**config.mk**
```make
export PLATFORM = sky130hd
export DESIGN_NAME = switch_event_arbiter
export DESIGN_NICKNAME = d
export VERILOG_FILES = /design/src/rtl/switch_event_arbiter.sv
export SDC_FILE = /design/constraint.sdc
export NUM_CORES = 1
export LEC_CHECK = 0
export CELL_PAD_IN_SITES_DETAIL_PLACEMENT = 0
export CELL_PAD_IN_SITES_GLOBAL_PLACEMENT = 1
export CORE_MARGIN = 1.5
export CORE_UTILIZATION = 36
export CTS_CLUSTER_DIAMETER = 150
export DETAILED_ROUTE_END_ITERATION = 8
export MAX_ROUTING_LAYER = met4
export PLACE_DENSITY_LB_ADDON = 0.1
export SYNTH_ARGS = -nofsm -noshare
export SYNTH_HDL_FRONTEND = slang
export SYNTH_SLANG_ARGS = --single-unit
```
**constraint.sdc**
```tcl
create_clock -name clock -period 3.35 [get_ports clock]
set_input_delay 0.335 -clock clock [delete_from_list [all_inputs] [get_ports clock]]
set_output_delay 0.335 -clock clock [all_outputs]
set_load 0.01 [all_outputs]
```
**src/rtl/switch_event_arbiter.sv**
```systemverilog
// switch_event_arbiter
//
// Watches the debounced switch vector for level changes, latches each change as
// a pending event and hands the events one at a time to a single consumer over
// a valid/ready handshake. Pending switches are served round-robin, starting
// after the most recently granted index. A change that lands on a switch which
// already has an unserved event is coalesced and flagged in a sticky overrun bit.
//
// Ports:
//   clock        rising-edge clock
//   reset        synchronous, active-high reset
//   sw_in        debounced switch levels
//   sw_mask      per-switch enable; a 0 drops changes and any pending event
//   evt_valid    an event is presented (registered)
//   evt_ready    consumer accepts the presented event
//   evt_idx      index of the switch that changed (registered, stable while valid)
//   evt_level    level of that switch when it was granted
//   pending_any  OR of all pending bits (registered)
//   overrun      sticky per-switch coalesced-change flags
//   clr_overrun  write-1-to-clear strobe for overrun
//
// idx_width must satisfy 2**idx_width >= no_of_switches.

module switch_event_arbiter #(
    parameter int unsigned no_of_switches = 9,
    parameter int unsigned idx_width      = 4
) (
    input  logic                      clock,
    input  logic                      reset,
    input  logic [no_of_switches-1:0] sw_in,
    input  logic [no_of_switches-1:0] sw_mask,
    output logic                      evt_valid,
    input  logic                      evt_ready,
    output logic [idx_width-1:0]      evt_idx,
    output logic                      evt_level,
    output logic                      pending_any,
    output logic [no_of_switches-1:0] overrun,
    input  logic [no_of_switches-1:0] clr_overrun
);

    typedef enum logic [0:0] {StIdle, StPresent} state_e;

    state_e                    state_q;
    logic [no_of_switches-1:0] prev_q;
    logic [no_of_switches-1:0] pending_q, pending_d;
    logic [no_of_switches-1:0] overrun_d;
    logic [idx_width-1:0]      last_q;

    logic [no_of_switches-1:0] change;
    logic [no_of_switches-1:0] upper_mask;
    logic [no_of_switches-1:0] upper_pending;
    logic [no_of_switches-1:0] grant_vec;
    logic                      grant_en;
    logic [idx_width-1:0]      grant_idx;
    logic                      grant_level;

    assign change = (sw_in ^ prev_q) & sw_mask;

    // Round-robin pick: lowest pending index above last_q wins; if there is none,
    // wrap and take the lowest pending index overall.
    always_comb begin
        upper_mask  = '0;
        grant_idx   = '0;
        grant_level = 1'b0;
        for (int i = 0; i < no_of_switches; i++) begin
            upper_mask[i] = (i > int'(last_q));
        end
        upper_pending = pending_q & upper_mask;
        for (int i = no_of_switches - 1; i >= 0; i--) begin
            if (pending_q[i]) begin
                grant_idx   = idx_width'(i);
                grant_level = sw_in[i];
            end
        end
        for (int i = no_of_switches - 1; i >= 0; i--) begin
            if (upper_pending[i]) begin
                grant_idx   = idx_width'(i);
                grant_level = sw_in[i];
            end
        end
    end

    assign grant_en = (state_q == StIdle) && (|pending_q);

    always_comb begin
        grant_vec = '0;
        for (int i = 0; i < no_of_switches; i++) begin
            grant_vec[i] = grant_en && (grant_idx == idx_width'(i));
        end
    end

    // A change in the grant cycle re-arms the bit; a masked switch never holds
    // a pending event. Overrun set has priority over the clear strobe.
    always_comb begin
        pending_d = ((pending_q & ~grant_vec) | change) & sw_mask;
        overrun_d = (overrun & ~clr_overrun) | (change & pending_q & ~grant_vec);
    end

    always_ff @(posedge clock) begin
        // prev follows sw_in even in reset so release produces no spurious events.
        prev_q <= sw_in;
        if (reset) begin
            pending_q   <= '0;
            overrun     <= '0;
            pending_any <= 1'b0;
        end else begin
            pending_q   <= pending_d;
            overrun     <= overrun_d;
            pending_any <= |pending_d;
        end
    end

    always_ff @(posedge clock) begin
        if (reset) begin
            state_q   <= StIdle;
            evt_valid <= 1'b0;
            evt_idx   <= '0;
            evt_level <= 1'b0;
            last_q    <= idx_width'(no_of_switches - 1);
        end else begin
            unique case (state_q)
                StIdle: begin
                    if (grant_en) begin
                        state_q   <= StPresent;
                        evt_valid <= 1'b1;
                        evt_idx   <= grant_idx;
                        evt_level <= grant_level;
                        last_q    <= grant_idx;
                    end
                end
                StPresent: begin
                    if (evt_ready) begin
                        state_q   <= StIdle;
                        evt_valid <= 1'b0;
                    end
                end
                default: begin
                    state_q   <= StIdle;
                    evt_valid <= 1'b0;
                end
            endcase
        end
    end

endmodule

```
### Word level (Yosys, flattened, before mapping)

Index checks and enable logic that the tools add are counted.

| word-level totals | value |
|---|---|
| flip-flop bits (word level) | 39 |
| output and inout bits | 16 |
| word-level logic and storage cells | 97 |

| operators by class | value |
|---|---|
| magnitude comparators | 8 |
| equality and inequality tests | 10 |
| muxes and demuxes | 42 |
| bitwise logic cells | 13 |
| reduce and logical (&&, ||, !) cells | 15 |

Operator list:

| cell | count |
|---|---|
| 2-to-1 mux 4 bit | 18 |
| bitwise AND 9 bit | 7 |
| 2-to-1 mux 1 bit | 22 |
| inverter 9 bit | 2 |
| OR 9 bit | 2 |
| OR reduction 9 bit | 2 |
| equality test 4 x 3 -> 1 bit, second input constant | 4 |
| > comparator 3 x 4 -> 1 bit, first input constant | 4 |
| logical AND 1 bit | 10 |
| bitwise XOR 9 bit | 1 |
| equality test 4 x 2 -> 1 bit, second input constant | 2 |
| > comparator 2 x 4 -> 1 bit, first input constant | 2 |
| equality test 4 x 1 -> 1 bit, second input constant | 1 |
| equality test 4 bit, second input constant | 1 |
| > comparator 1 x 4 -> 1 bit, first input constant | 1 |
| > comparator 4 bit, first input constant | 1 |
| zero test 4 bit | 1 |
| != test 2 bit, second input constant | 2 |
| case mux 1 bit (2 select lines) | 2 |
| AND reduction 2 bit | 2 |
| inverter 1 bit | 1 |

### Logic depth before layout (Yosys ltp)

Gate-level depths: netlist of the first run.

| logic depth | value |
|---|---|
| depth after elaboration | 25 |
| depth in mapped cells | 9 |

### Worst setup path after synthesis of the first run

No wires, ideal clock.

| timing | value |
|---|---|
| kind | reg2reg |
| start point | register pending_q[4] |
| end point | register pending_any |
| library setup time | 138 ps |
| arrival time | 2252 ps |
| required time | 3212 ps |
| setup slack | 959 ps |
| cell stages (with the launch flop) | 9 |
| path buffers | 1 |
| period minus slack after synthesis | 2391 ps |
| path through | dfxtp_1 buf_6 inv_1 a221o_1 a221o_1 a211o_1 or4_4 a211oi_2 a41oi_1 |

| on the way | value |
|---|---|
| word-level cells in the longest chain between the ends | 21 |

RTL lines:

| what | RTL line | text |
|---|---|---|
| start, declared | 45 | `logic [no_of_switches-1:0] pending_q, pending_d;` |
| start signal, assigned | 107 | `pending_q <= pending_d;` |
| 2-to-1 mux 4 bit (5 in a row) | 70 | `if (pending_q[i]) begin` |
| 2-to-1 mux 4 bit (9 in a row) | 76 | `if (upper_pending[i]) begin` |
| equality test 4 x 1 -> 1 bit, or another cell as far along | 88 | `grant_vec[i] = grant_en && (grant_idx == idx_width'(i));` |
| logical AND 1 bit | 88 |  |
| inverter 9 bit | 95 | `pending_d = ((pending_q & ~grant_vec) \| change) & sw_mask;` |
| bitwise AND 9 bit (*) | 95 |  |
| OR 9 bit (*) | 95 |  |
| bitwise AND 9 bit (*) | 95 |  |
| OR reduction 9 bit (*) | 109 | `pending_any <= \|pending_d;` |
| end signal, assigned | 109 |  |
| end, declared | 36 | `output logic pending_any,` |

Every way passes the cells marked *; elsewhere a longest branch is shown, timed or not.
A chain may end at the register's enable or synchronous reset.

### Final worst setup path of the first run

Same ends and word-level chain as after synthesis.

==> results of run 1 <==
cells in the final DEF (no fill, tap or decap), types with 2 or more instances in the layout:
master and count:
nand4_1 3, nor3b_1 2, nand2_1 23, o311ai_0 3, nor2_1 16, clkdlybuf4s50_1 45
a41oi_1 3, inv_1 10, nor2b_1 4, nor3_1 10, a2111oi_0 2, a211o_1 2
o21bai_1 2, a221o_1 2, a21o_1 2, o2111ai_1 6, a211oi_1 4, and3b_1 2
o21a_1 2, nand3_1 4, nand2b_1 17, nor4_1 3, clkbuf_8 7, dfxtp_1 36
o21ai_0 23, xor2_1 9, a21oi_1 26, buf_4 6, a211oi_2 2, xnor2_1 3
worst min-delay path, stage by stage (launching register included):
cell and delay (ns):
dfxtp_1 0.31, nand2_1 0.05, a21oi_1 0.05
final timing paths:
check | from | end | slack (ns) | cells after the start
max | pending_q[4] | pending_any | 0.70 | 7
max reg2reg | pending_q[4] | pending_any | 0.70 | 7
min reg2reg | evt_idx[3] | evt_idx[3] | 0.46 | 2
min | evt_idx[3] | evt_idx[3] | 0.46 | 2
power by group through the flow:
stage	Clock, uW	Sequential [uW]	Combinational, uW
after floorplan	0	495	241
after global routing	451	515	400
after global placement	0	517	366
after detailed placement	0	518	361
final	418	508	365
after CTS	433	508	364
metal layers:
layer	share of wire, %	wire [um]
met5	0	0
met3	6.2	352
met1	49	2770
met4	2.6	149
met2	42	2400
sequential cells by signal, summed over array words and instances (netlist names):
register     cells
evt_idx          4
evt_level        1
evt_valid        1
last_q           1
overrun          9
pending_any      1
pending_q        9
prev_q           9
state_q          1
cell families (layout without fill, tap and decap cells):
kind of cell | count (synthesis) | after routing | share of synthesized area, %
AOI/OAI and AO/OA | 91 | 91 | 29.6
xor gates and xnor gates | 12 | 12 | 5.17
buffers and inverters | 26 | 70 | 5.84
DFF | 36 | 36 | 35.4
muxes | 1 | 1 | 0.553
and+or+nand+nor | 91 | 91 | 23.4
through the flow:
| step | worst slack [ns] | std cells | util [%] |
|---|---|---|---|
| floorplan | 0.959 | 257 | - |
| global placement | 0.810 | 365 | 46.5 |
| detailed placement | 0.750 | 365 | 46.5 |
| CTS | 0.721 | 373 | 48.8 |
| global route | 0.561 | 373 | 48.8 |
| finish | 0.698 | 373 | 48.8 |
cell type report:
type                    instances  area, um^2  share of cell area (%)
well taps                      72        90.1                    3.38
clock inverters                 1        30.0                    1.13
flip-flops and latches         36         721                    27.0
multi-input cells             195        1190                    44.8
clock buffers                   7        96.3                    3.61
inverters                      11        41.3                    1.55
repair buffers                 51         495                    18.6
==> parameters.txt, run 1 <==
Parameter                              Value

Run status
  Run status    complete, no violations

Setup path
  Data arrival, critical path    between 2 and 3 ns
  CP Buf/Inv Count    1
  Startpoint kind of the worst setup timing path    flip-flop
  Kind of critical path    flip-flop to flip-flop
  Worst-path maximum fanout    8
  Biggest cell delay along the critical path    ~0.54 ns
  CP cell instances    inv_1, a221o_1, a221o_1, a211o_1, or4_4, a211oi_2, a41oi_1
  Cell with the largest stage delay on the worst path    or4_4
  Endpoint type of the worst setup path    flip-flop
  Required time reported for the critical path endpoint    3.50 ns
  Most repeated library cell on the critical path    a221o_1
  Cell class contributing the biggest share of worst-path delay    compound AO/OA/AOI/OAI gates

Place
  Final weighted congestion of routability-driven global placement    between 0.9 and 1
  Placed inst area    2540 um^2
  Port Buf Inserts    45
  Sum of net half-perimeters after detailed placement    ~4300 um

STA
  Total Neg Setup Slack    0 ns
  Final setup violating endpoints    0
  Crit path time final    about 2.7 ns
  Max Clock Freq    around 380 MHz
  Number of slew-limit violations in the final report    0
  Unrepaired setup endpoints after global routing    no
  Crit share post-route    79.2%
  Worst max-slew margin expressed relative to the limit    44.3%
  Worst slack on hold paths    between 0.4 and 0.5 ns
  Slew @ Worst Pin    about 0.83 ns
  Worst-case clock skew    around 0.0062 ns
  Final Hold Fails    0

Yosys
  Synthesis warning total    0
  Most common flop cell mapped by yosys    dfxtp_1
  Post-synthesis cell type with the largest combined area    dfxtp_1
  Most instantiated library cell after synthesis    dfxtp_1
  Mapped Avg Cell Area    between 7 and 8 um^2
  Gate count of the mapped netlist    roughly 260
  Most frequent cells after synthesis    36 x dfxtp_1, 26 x a21oi_1, 23 x nand2_1, 23 x o21ai_0, 17 x nand2b_1
  Cells taking the most area after synthesis    dfxtp_1 35%, a21oi_1 6.4%, o21ai_0 5.7%
  Post-synthesis instance area    approximately 2000 um^2
  Part of the Yosys area used for sequential elements    roughly 35%
  Number of enable flip-flop cells after synthesis    0
  Top-area cell type share of the netlist area    35.4%
  Number of distinct standard cells referenced by the synthesized netlist    52
  Syn nets    between 200 and 300
  Async set or reset register ratio after synthesis    0%
  Number of flip-flops and latches in the synthesized netlist    36

Power and ir drop
  Net Sw Frac    between 30% and 40%
  Static power due to leakage    0.000967 uW
  Cell area power density    484 nW/um^2
  Total design power    about 1300 uW
  Proportion of power drawn by combinational gates    between 20% and 30%
  Worst IR drop on VDD    253 uV
  Sequential cell fraction of total power    39.4%
  Switching component of the power    398 uW
  Internal power component    about 900 uW
  Clock share of power    ~32%

Global route
  Fraction of met3 tracks used by global routing    around 4.2%
  Overall Global Routing Usage    about a fifth
  Final global-route overflow total    0
  Met2 Use GR    between 20% and 30%
  First-pass GRT wire length    9090 um
  Initial antenna violation count    0
  Pin count of the biggest net entering global routing    15
  Via count of the first global-routing pass    between 1500 and 2000
  Most Crowded Layer GR    met2
  Fraction of met1 tracks used by global routing    a little over a quarter

Finish
  Post-route cell area    2670 um^2
  Post-layout nets    330
  Area growth from synthesis to layout    31.2%
  Share of cells above drive strength 1    between 7 and 8%
  Fillers    roughly 570
  Ant. Diodes    0

Floorplanning
  Overall die height    78.2 um
  IO Count    46
  Overall die area    6110 um^2
  Total core area    ~5500 um^2
  Effective utilization at floorplan    37.2%
  Floorplan row count    27
  Die extent in x    about 80 um

CTS
  Clock transition at path regs    0.07 ns
  Clock sink count    36
  Resized Gates After CTS    0
  Postcts setup bufs    0
  Skew-Pair Late Insertion Delay    about 0.29 ns
  Total of hold buffers inserted after clock tree synthesis    0
  Cell chosen for the clock root    clkbuf_8
  Number of buffers on the longest clock path    2
  Clock tree from TritonCTS    done
  CTS HTree Levels    2
  CTS Buf Count    5

Drt
  Total routed wirelength    5670 um
  Vias    around 2000
  Average wire per standard cell    between 15 and 20 um
  Total DRC errors in the routed layout    0
  Final antenna-violating net count    0
  First-pass iteration count of the detailed router    4
  Initial DRC Count    roughly 100
  Via-to-Cell Ratio    approximately 5.3

Job
  Max-Cap Viols    0

Hold path
  Class of the tightest hold or removal check    flip-flop to flip-flop
No activity file was read; power rests on OpenSTA's default activity.
==> inputs of run 2 (changes only) <==
- CORE_UTILIZATION: 36 -> 33
- clock period: 3.35 -> 2.43 ns (I/O delays scaled with it)
==> run 2 against run 1 <==
  * Die area rose by 8.7%
  * Global-route usage up 1.3 points
  * Sequential power rose by 37%
  * Sequential share of layout area down 3.1 points
  * Cell area grew 15%
  * Worst setup slack got worse by 0.64 ns
  * Hold slack worse by 0.0071 ns
  * Clock power increased by 9.3%
  * Clock-buffer cell count fell by 1
  * Final cell count rose by 14%
  * Total power up 43%
  * Sequential cell count unchanged
  * Largest cell class unchanged
  * Largest power group unchanged
==> parameters.txt, run 2 (synthesis results as in run 1) <==
Parameter                              Value

Run status
  Run status    complete, no violations (unchanged)

Drt
  Via-to-Cell Ratio    5.16 (was 5.34)
  Met2 routed wirelength    2980 um (was 2400 um)
  First-pass iteration count of the detailed router    4 (unchanged)
  Final antenna-violating net count    0 (unchanged)
  DRT met1 WL    3110 um (was 2770 um)
  Total DRC errors in the routed layout    0 (unchanged)
  Total routed wirelength    6550 um (was 5670 um)
  Vias    2199 (was 1991)
  Metal3 WL    323 um (was 352 um)
  Initial DRC Count    137 (was 101)
  Uppermost metal layer occupied by signal nets    met4 (unchanged)
  Average wire per standard cell    15.4 um (was 15.2 um)

STA
  Worst max-slew margin expressed relative to the limit    70.6% (was 44.3%)
  Final Hold Fails    0 (unchanged)
  Unrepaired setup endpoints after global routing    yes (was no)
  Number of slew-limit violations in the final report    0 (unchanged)
  Final setup violating endpoints    0 (unchanged)
  Max Clock Freq    422 MHz (was 377 MHz)
  Crit share post-route    97.6% (was 79.2%)
  Crit path time final    2.37 ns (was 2.65 ns)
  Worst-case clock skew    0.00621 ns (was 0.00617 ns)
  Slew @ Worst Pin    0.430 ns (was 0.830 ns)

Global route
  First-pass GRT wire length    10100 um (was 9090 um)
  Via count of the first global-routing pass    2008 (was 1820)
  Final global-route overflow total    0 (unchanged)
  Initial antenna violation count    0 (unchanged)
  Pin count of the biggest net entering global routing    16 (was 15)
  Overall Global Routing Usage    21.1% (was 19.8%)

Floorplanning
  Die extent in x    81.5 um (was 78.2 um)
  Floorplan row count    28 (was 27)
  Total core area    5920 um^2 (was 5470 um^2)
  Overall die area    6640 um^2 (was 6110 um^2)
  IO Count    46 (unchanged)
  Overall die height    81.5 um (was 78.2 um)
  Effective utilization at floorplan    34.4% (was 37.2%)

Place
  Cell count after placement    418 (was 365)
  Sum of net half-perimeters after detailed placement    5240 um (was 4350 um)
  Final weighted congestion of routability-driven global placement    0.936 (was 0.926)
  Placed inst area    2920 um^2 (was 2540 um^2)
  Port Buf Inserts    45 (unchanged)

CTS
  Clock tree from TritonCTS    done (unchanged)
  Total of hold buffers inserted after clock tree synthesis    0 (unchanged)
  Clock sink count    36 (unchanged)
  Cell chosen for the clock root    clkbuf_8 (unchanged)
  Postcts setup bufs    0 (unchanged)
  Clock transition at path regs    0.08 ns (was 0.07 ns)
  Number of buffers on the longest clock path    2 (unchanged)
  Skew-Pair Late Insertion Delay    0.29 ns (about the same)
  CTS Buf Count    5 (unchanged)
  CTS HTree Levels    2 (unchanged)
  Resized Gates After CTS    0 (unchanged)

Finish
  Ant. Diodes    0 (unchanged)
  Post-route cell area    3060 um^2 (was 2670 um^2)
  Most common library cell in the layout ignoring fill and taps    buf_4 (was clkdlybuf4s50_1)
  Post-Layout Cell Count    426 (was 373)
  Commonest cells after routing, fill and taps aside    56 x buf_4, 45 x clkdlybuf4s50_1, 28 x dfxtp_1 (was 45 x clkdlybuf4s50_1, 36 x dfxtp_1, 26 x a21oi_1)
  Registers with the highest flip-flop counts    overrun (9), pending_q (9), prev_q (9) (unchanged)
  Share of cells above drive strength 1    24.8% (was 7.97%)
  Area growth from synthesis to layout    50.4% (was 31.2%)
  Post-layout nets    380 (was 330)

Setup path
  Kind of critical path    flip-flop to flip-flop (unchanged)
  Worst-path maximum fanout    4 (was 8)
  Worst reg-to-reg setup slack    0.06 ns (was 0.70 ns)
  Startpoint kind of the worst setup timing path    flip-flop (unchanged)
  End of the worst register-to-register path    pending_any (unchanged)
  Endpoint type of the worst setup path    flip-flop (unchanged)
  Count of cells along the worst register-to-register path    7 (unchanged)
  Reg-to-reg critical path startpoint    pending_q[7] (was pending_q[4])
  Required time reported for the critical path endpoint    2.59 ns (was 3.50 ns)
  Data arrival, critical path    2.53 ns (was 2.80 ns)

Job
  Max-Cap Viols    0 (unchanged)

Power and ir drop
  Worst IR drop on VDD    319 uV (was 253 uV)
  Static power due to leakage    0.00121 uW (was 0.000967 uW)
  Cell area power density    605 nW/um^2 (was 484 nW/um^2)

Hold path
  Class of the tightest hold or removal check    flip-flop to flip-flop (unchanged)
  WHS Endpoint    evt_idx[3] (unchanged)
  Worst hold path stage count    2 (unchanged)
  Startpoint of the most critical hold path    evt_idx[3] (unchanged)
run 2: critical path, cell delays in order (launching register included):
cell	delay, ns
dfxtp_1	0.32
buf_4	0.14
a221o_1	0.31
a221o_1	0.31
a211o_1	0.30
or4_4	0.53
a211oi_2	0.19
a41oi_1	0.14
run 2: power by group:
group / switching, uW / internal, uW
clock network: 230 / 227
logic: 324 / 372
registers: 59.8 / 638
run 2: per-layer routing:
metal	vias up	track usage (%)
met4	0	6.03
met2	65	33.1
met1	1002	27.2
li1	1117	-
met3	15	4.67
met5	-	-
run 2: area by class of cell:
type | count | area, um^2
clock buffers | 6 | 82.6
clock inverters | 2 | 10.0
fillers | 586 | 2860
inverters | 11 | 41.3
multi-input cells | 195 | 1230
flip-flops and latches | 36 | 731
well taps | 75 | 93.8
repair buffers | 101 | 871
run 2: per-stage QoR:
stage | total power, uW | TNS, ns | setup WS, ns | utilization [%] | hold slack, ns
3_3_place_gp | 1390 | 0 | 0.0600 | 49.3 | 0.445
5_1_grt | 1960 | -0.0212 | -0.0212 | 51.7 | 0.480
4_1_cts | 1840 | 0 | 0.00622 | 50.9 | 0.459
2_1_floorplan | 1020 | 0 | 0.0394 | - | 0.271
3_5_place_dp | 1380 | 0 | 0.0296 | 49.3 | 0.448
6_report | 1850 | 0 | 0.0576 | 51.7 | 0.456
run 2: worst max path at each step:
stage	slack, ns	endpoint	start
final	0.06	pending_any	pending_q[7]
after global routing	-0.02	pending_any	pending_q[4]
after CTS	0.006	pending_any	evt_idx[1]
after detailed placement	0.03	pending_any	evt_idx[1]
after global placement	0.06	pending_any	pending_q[5]
after floorplan	0.04	pending_any	pending_q[4]
